**src/rtl/ir_pulse_meter.sv**
```systemverilog
// ir_pulse_meter
//   Front end of the IR receive path. Synchronises and glitch-filters the raw
//   IRDA_RXD line, measures every mark (low) and space (high) in ticks of
//   TICK_DIV clock cycles, and hands each completed pulse downstream as a
//   {level, length, overflow} record over a valid/ready handshake.
//
// Ports
//   CLOCK_50     in   system clock
//   reset        in   synchronous, active-high reset
//   IRDA_RXD     in   raw IR receiver output, asynchronous, idle high
//   rx_level     out  filtered line level
//   pulse_valid  out  record available
//   pulse_ready  in   consumer accepts the record when valid && ready
//   pulse_level  out  0 = mark (low), 1 = space (high)
//   pulse_len    out  pulse length in ticks, saturating
//   pulse_ovf    out  length saturated at 2^WIDTH-1
//   idle         out  FSM in IDLE
//   overrun      out  sticky: a record was dropped because the output was occupied
module ir_pulse_meter #(
  parameter int TICK_DIV   = 50,
  parameter int FILTER_LEN = 8,
  parameter int WIDTH      = 16,
  parameter int IDLE_US    = 20000
) (
  input  logic             CLOCK_50,
  input  logic             reset,
  input  logic             IRDA_RXD,
  output logic             rx_level,
  output logic             pulse_valid,
  input  logic             pulse_ready,
  output logic             pulse_level,
  output logic [WIDTH-1:0] pulse_len,
  output logic             pulse_ovf,
  output logic             idle,
  output logic             overrun
);

  localparam int PW = (TICK_DIV > 1) ? $clog2(TICK_DIV) : 1;
  localparam int FW = $clog2(FILTER_LEN + 1);
  localparam logic [WIDTH-1:0] LEN_MAX   = '1;
  localparam logic [WIDTH-1:0] IDLE_LEN  = WIDTH'(IDLE_US);
  localparam logic [PW-1:0]    PRE_LAST  = PW'(TICK_DIV - 1);
  localparam logic [FW-1:0]    FILT_LAST = FW'(FILTER_LEN - 1);

  typedef enum logic [1:0] {
    S_IDLE,
    S_MARK,
    S_SPACE
  } state_t;

  state_t state, state_nxt;

  logic             sync0, sync1;
  logic [FW-1:0]    filt_cnt;
  logic             rx_prev;
  logic             fall, rise, edge_any;
  logic [PW-1:0]    presc;
  logic             tick;
  logic [WIDTH-1:0] len, len_nxt;
  logic             ovf, ovf_nxt;
  logic             emit, emit_level, emit_ovf;
  logic [WIDTH-1:0] emit_len;
  logic             can_load;

  // Two-flop synchroniser; idles high so reset looks like an idle line.
  always_ff @(posedge CLOCK_50) begin
    if (reset) begin
      sync0 <= 1'b1;
      sync1 <= 1'b1;
    end else begin
      sync0 <= IRDA_RXD;
      sync1 <= sync0;
    end
  end

  // Level changes only after FILTER_LEN consecutive disagreeing samples.
  always_ff @(posedge CLOCK_50) begin
    if (reset) begin
      filt_cnt <= '0;
      rx_level <= 1'b1;
    end else if (sync1 == rx_level) begin
      filt_cnt <= '0;
    end else if (filt_cnt == FILT_LAST) begin
      filt_cnt <= '0;
      rx_level <= ~rx_level;
    end else begin
      filt_cnt <= filt_cnt + 1'b1;
    end
  end

  always_ff @(posedge CLOCK_50) begin
    if (reset) rx_prev <= 1'b1;
    else       rx_prev <= rx_level;
  end

  assign fall     = rx_prev & ~rx_level;
  assign rise     = ~rx_prev & rx_level;
  assign edge_any = fall | rise;
  assign tick     = (presc == PRE_LAST);

  // The record captures the counter value including this cycle's tick, so
  // the reported length is floor(cycles_between_edges / TICK_DIV).
  always_comb begin
    len_nxt = len;
    ovf_nxt = ovf;
    if (tick) begin
      if (len == LEN_MAX) ovf_nxt = 1'b1;
      else                len_nxt = len + 1'b1;
    end
  end

  always_ff @(posedge CLOCK_50) begin
    if (reset || edge_any) begin
      presc <= '0;
      len   <= '0;
      ovf   <= 1'b0;
    end else begin
      presc <= tick ? '0 : presc + 1'b1;
      len   <= len_nxt;
      ovf   <= ovf_nxt;
    end
  end

  always_ff @(posedge CLOCK_50) begin
    if (reset) state <= S_IDLE;
    else       state <= state_nxt;
  end

  always_comb begin
    state_nxt  = state;
    emit       = 1'b0;
    emit_level = 1'b0;
    emit_len   = len_nxt;
    emit_ovf   = ovf_nxt;
    case (state)
      S_IDLE: begin
        if (fall) state_nxt = S_MARK;
      end
      S_MARK: begin
        if (rise) begin
          state_nxt  = S_SPACE;
          emit       = 1'b1;
          emit_level = 1'b0;
        end
      end
      S_SPACE: begin
        // A fall in the timeout cycle takes priority over the timeout.
        if (fall) begin
          state_nxt  = S_MARK;
          emit       = 1'b1;
          emit_level = 1'b1;
        end else if (len == IDLE_LEN) begin
          state_nxt  = S_IDLE;
          emit       = 1'b1;
          emit_level = 1'b1;
          emit_len   = IDLE_LEN;
          emit_ovf   = 1'b0;
        end
      end
      default: state_nxt = S_IDLE;
    endcase
  end

  assign idle     = (state == S_IDLE);
  assign can_load = ~pulse_valid | pulse_ready;

  always_ff @(posedge CLOCK_50) begin
    if (reset) begin
      pulse_valid <= 1'b0;
      pulse_level <= 1'b0;
      pulse_len   <= '0;
      pulse_ovf   <= 1'b0;
      overrun     <= 1'b0;
    end else begin
      if (emit && can_load) begin
        pulse_valid <= 1'b1;
        pulse_level <= emit_level;
        pulse_len   <= emit_len;
        pulse_ovf   <= emit_ovf;
      end else if (pulse_valid && pulse_ready) begin
        pulse_valid <= 1'b0;
      end
      if (emit && !can_load) overrun <= 1'b1;
    end
  end

endmodule

```
**config.mk**
```make
export PLATFORM = sky130hd
export DESIGN_NAME = ir_pulse_meter
export DESIGN_NICKNAME = d
export VERILOG_FILES = /design/src/rtl/ir_pulse_meter.sv
export SDC_FILE = /design/constraint.sdc
export NUM_CORES = 1
export LEC_CHECK = 0
export CELL_PAD_IN_SITES_DETAIL_PLACEMENT = 0
export CELL_PAD_IN_SITES_GLOBAL_PLACEMENT = 2
export CORE_ASPECT_RATIO = 1.5
export CORE_MARGIN = 1
export CORE_UTILIZATION = 30
export DETAILED_ROUTE_END_ITERATION = 12
export GPL_TIMING_DRIVEN = 0
export HOLD_SLACK_MARGIN = 0.1
export MAX_ROUTING_LAYER = met4
export PLACE_DENSITY_LB_ADDON = 0.1
export SYNTH_ARGS = -nofsm -noshare
export SYNTH_HDL_FRONTEND = slang
export SYNTH_SLANG_ARGS = --single-unit
export TNS_END_PERCENT = 1
```
**constraint.sdc**
```tcl
create_clock -name CLOCK_50 -period 2.6 [get_ports CLOCK_50]
set_clock_uncertainty 0.05 [all_clocks]
set_input_delay 0.52 -clock CLOCK_50 [delete_from_list [all_inputs] [get_ports CLOCK_50]]
set_output_delay 0.52 -clock CLOCK_50 [all_outputs]
set_load 0.005 [all_outputs]
```
# Yosys cells after proc, flatten, opt, wreduce, memory -nomap -nowiden
# Cells that the tools add are included.
[word_totals]
word_cells = 68
register_bits = 53
out_inout_bits = 22
[op_classes]
n_eq_ne = 10
muxes = 22
n_addsub = 3
bitwise = 8
n_reduce_logical = 11
[op_table]
columns = ["op", "n"]
rows = [
  ["two-way mux 16 bit", 5],
  ["adder 16 x 1 -> 16 bit (second input constant)", 1],
  ["== test 16 x 15 -> 1 bit (second input constant)", 1],
  ["== test 16 bit (second input constant)", 1],
  ["two-way mux 1 bit", 11],
  ["two-way mux 2 bit", 4],
  ["adder 6 x 1 -> 6 bit (second input constant)", 1],
  ["== test 6 bit (second input constant)", 1],
  ["case mux 2 bit (3 select lines)", 1],
  ["adder 4 x 1 -> 4 bit (second input constant)", 1],
  ["== test 4 x 3 -> 1 bit (second input constant)", 1],
  ["inverter 1 bit", 4],
  ["logical AND 1 bit", 3],
  ["!= test 3 bit (second input constant)", 1],
  ["AND reduction 3 bit", 1],
  ["OR reduction 3 bit", 1],
  ["AND 1 bit", 2],
  ["== test 2 x 1 -> 1 bit (second input constant)", 1],
  ["== test 2 bit (second input constant)", 1],
  ["zero test 2 bit", 1],
  ["!= test 2 x 1 -> 1 bit (second input constant)", 1],
  ["!= test 2 bit (second input constant)", 1],
  ["OR 1 bit", 2],
  ["case mux 1 bit (2 select lines)", 1],
  ["6 further kinds", 6],
]

# Logic depth before layout (Yosys ltp)
[depth]
depth_word = 6
depth_mapped = 9
mapped_depth_nobuf = 7

# Worst setup path after synthesis
# OpenSTA, ideal clock, no wires.
[synth_path]
kind = "flip-flop to flip-flop"
start = "reg len[0]"
end = "reg pulse_len[0]"
period_less_slack_ns = 1.980
t_arrival_ns = 1.837
path_stages_with_launch = 8
setup_slack_ns = 0.620
setup_time_ns = 0.092
cell_sequence = "dfxtp_1 > ha_1 > nand4_1 > or4_1 > buf_6 > and2_4 > xnor2_2 > o32ai_1"
[synth_via]
elab_chain_len = 6
[synth_rtl]
columns = ["item", "line_no", "text"]
rows = [
  ["from (decl)", "59", "logic [WIDTH-1:0] len, len_nxt;"],
  ["from (signal assigned)", "119", "len <= len_nxt;"],
  ["adder 16 x 1 -> 16 bit / == test 16 bit (equally long branches)", "108, 107", ""],
  ["two-way mux 16 bit", "107", "if (len == LEN_MAX) ovf_nxt = 1'b1;"],
  ["two-way mux 16 bit", "106", "if (tick) begin"],
  ["two-way mux 16 bit", "152", "end else if (len == IDLE_LEN) begin"],
  ["two-way mux 16 bit", "148", "if (fall) begin"],
  ["two-way mux 16 bit", "135", "case (state)"],
  ["to (signal assigned)", "178", "pulse_len <= emit_len;"],
  ["to (decl)", "32", "output logic [WIDTH-1:0] pulse_len,"],
]
# Several ways; a longest one is shown, not always the timed one.
# A chain may end at the register's enable or synchronous reset.

# Worst setup path in the final report
[layout_path]
start = "reg len[5]"
end = "reg pulse_len[0]"
[layout_via]
elab_chain_len = 6
[layout_rtl]
columns = ["item", "line_no"]
rows = [
  ["== test 16 bit", "107"],
  ["two-way mux 16 bit", "107"],
  ["two-way mux 16 bit", "106"],
  ["two-way mux 16 bit", "152"],
  ["two-way mux 16 bit", "148"],
  ["two-way mux 16 bit", "135"],
]
# Several ways; a longest one is shown, not always the timed one.

==> results.yml <==
outcome:
  run_status: "complete, no violations"
pwr:
  power.internal_mw: 1.21
  leakagePower_nw: 1.08
  p_sw_frac: 0.210
  peakVddDrop_mv: 0.217
  combPwrFrac: 0.023
  p_sw_mw: 0.322
  pwr-share-seq: 0.537
  power_density_nw_per_um2: 523
  power_frac_clock: 0.440
layout:
  syn2layout_area_growth_pct: 21.8
  diodes: 0
  drive_above_1_share: 0.101
  nets: 312
  final_cells: 399
  nFillCells: 847
  final-seq-area_um2: 1060
  multi_input_area_um2: 1250
sta:
  setup_ws_ns: 0.306
  fmaxAchievable_mhz: 436
  min_period_over_period: 0.882
  max-slew-margin-rel: 0.512
  final_hold_viol_count: 0
  setup_viol: 0
  fin_crit_ns: 2.29
  rsz0062_at_grt: "false"
  fin_setup_tns_ns: 0
  worst_pin_slew_ns: 0.726
  slew_viol_final: 0
clocking:
  clk_pin_slew_ns: 0.07
  cts-resized-gates: 0
  cts_hold_buffers: 0
  cts_buffers: 5
  clock_latency_ns: 0.29
  cts.sink_count: 53
  cts_root_buffer: "clkbuf_16"
  clock_path_buffers: 2
  cts_tree: "done"
  cts_setup_buffers: 0
  htreeDepth: 2
global_routing:
  grt_first_pass_wirelength_mm: 9.59
  grt_remaining_overflow: 0
  grt_start_max_net_pins: 16
  antenna_found_initial: 0
  grt_pass1_vias: 1951
  grt_usage: 0.158
die:
  coreArea_um2: 7660
  die_w_um: 75.0
  dieArea_um2: 8370
  pin_count: 26
  row_count: 39
  die_h_um: 112
  initial_core_util: 0.313
detailed_routing:
  wl_mm: 5.88
  vias_per_cell: 4.90
  drc_errors: 0
  vias: 1957
  first_pass_iters: 4
  drt_iter0_markers: 90
  antenna_left: 0
  routedWlPerCell_um: 14.7
critical_path:
  start_kind: "register"
  arrival_ns: 2.40
  regToRegSetupSlack_ns: 0.31
  required_ns: 2.70
  regToRegEndpoint: "pulse_len[0]"
  reg2reg_depth: 6
  reg2reg_from: "len[5]"
  critPathKind: "reg -> reg"
  crit_fanout: 10
  cp-end-kind: "register"
placement:
  dp.cells: 392
  gp_congestion: 0.774
  place_hpwl_mm: 4.53
  dp_slack_ns: 0.282
  numPortBuffers: 25
worst_hold_path:
  hold_path_class: "reg -> reg"
  hold_start: "sync0"
  min_path_cells: 1
  min_to: "sync1"
synthesis:
  synth_fp_nets: 280
  synthCells: 265
  synth_seq_cells: 53
  synth_edf_count: 0
  ys_async_sr_fraction: 0
  yosysUniqueCellTypes: 51
  mappedNetlistArea_um2: 2400
  yosysWarningCount: 0
  synth-seq-area-share: 0.442
  syn_area_per_cell_um2: 9.06
  ys.flop_type: "dfxtp_1"
flow_run:
  cap_viol_max_count: 0
power by group through the flow:
stage,combinational (mW),sequential [mW],clock [mW]
floorplan,0.0220,0.839,0
global placement,0.0364,0.841,0
detailed placement,0.0362,0.841,0
CTS,0.0363,0.822,0.699
global route,0.0403,0.823,0.730
finish,0.0349,0.822,0.674
cell usage after synthesis (2+ instances only):
cell      number  share of area
dfxtp_1       53           0.44
nor2_1        36          0.056
a21oi_1       17          0.035
nand2_1       16          0.025
nand3_1       16          0.033
o21ai_0       13          0.027
ha_1          11          0.057
inv_1         10          0.016
xor2_1         9          0.033
clkbuf_1       7          0.011
xnor2_1        7          0.026
nand2b_1       5          0.013
nand4_1        5          0.013
and3_1         4          0.010
a31o_2         3          0.011
buf_2          3         0.0063
nor3_1         3         0.0063
or3_1          3         0.0078
a21oi_2        2         0.0073
a31oi_1        2         0.0052
and4_1         2         0.0073
nand4_2        2          0.010
nor2b_1        2         0.0052
nor4_1         2         0.0052
nor4b_1        2         0.0073
o211ai_1       2         0.0063
o22ai_1        2         0.0052
o32ai_2        2          0.014
or2_2          2         0.0052
metal layers:
metal / track usage / up-vias / routed length, um
li1: - / 993 / -
met1: 0.177 / 930 / 2470
met2: 0.270 / 24 / 3140
met3: 0.0281 / 10 / 144
met4: 0.0591 / 0 / 128
met5: - / - / 0
how the worst max path moves through the flow:
stage	endpoint	cells after the start	start
after CTS	pulse_len[0]	6	len[5]
after global routing	pulse_len[0]	6	len[5]
final	pulse_len[0]	6	len[5]
after global placement	pulse_len[0]	7	pulse_ready
after floorplan	pulse_len[0]	7	len[0]
after detailed placement	pulse_len[0]	7	pulse_ready
cell usage in the layout, fill, tap and decap left out, types with 4 or more instances in the layout:
master / count
and3_1: 4
a21oi_1: 17
clkbuf_16: 5
nand4_1: 5
clkdlybuf4s50_1: 25
nand3_1: 16
xnor2_1: 7
inv_1: 10
o21ai_0: 13
ha_1: 11
dfxtp_1: 53
xor2_1: 9
nor2_1: 36
clkbuf_1: 7
nand2b_1: 5
nand2_1: 16
area by class of cell:
cell class	count	share of cell area
well taps	102	0.0436
clock inverters	1	0.00257
multi-input cells	191	0.427
flip-flops and latches	53	0.363
plain buffers	11	0.0180
clock buffers	6	0.0475
repair buffers	25	0.0855
inverters	10	0.0128
registers in the layout, indices dropped and copies added, names as in the netlist:
register     count
filt_cnt         4
len             16
overrun          1
ovf              1
presc            6
pulse_len       16
pulse_level      1
pulse_ovf        1
pulse_valid      1
rx_level         1
rx_prev          1
state            2
sync0            1
sync1            1
cells by family after synthesis:
kind of cell	after synthesis	synth area share
simple gates	110	0.252
flops	53	0.442
compound gates	52	0.142
buf+inv	21	0.0375
xor+xnor	17	0.0651
fa+ha+maj	11	0.0573
mux	1	0.00417
worst max-delay path, stage by stage (launching register included):
cell	delay, ns
dfxtp_1	0.48
nor4b_1	0.43
nand4_1	0.27
o21ai_0	0.26
buf_2	0.26
buf_2	0.30
o32ai_1	0.12
stage by stage:
| step | hold WS [ns] | total power, mW | utilization | instance area, um^2 |
|---|---|---|---|---|
| finish | 0.385 | 1.53 | 0.382 | 2930 |
| detailed placement | 0.373 | 0.877 | 0.363 | 2780 |
| floorplan | 0.339 | 0.861 | - | 2400 |
| global route | 0.412 | 1.59 | 0.382 | 2930 |
| CTS | 0.395 | 1.56 | 0.382 | 2930 |
| global placement | 0.368 | 0.877 | 0.363 | 2780 |
(Power assumes the default switching activity.)
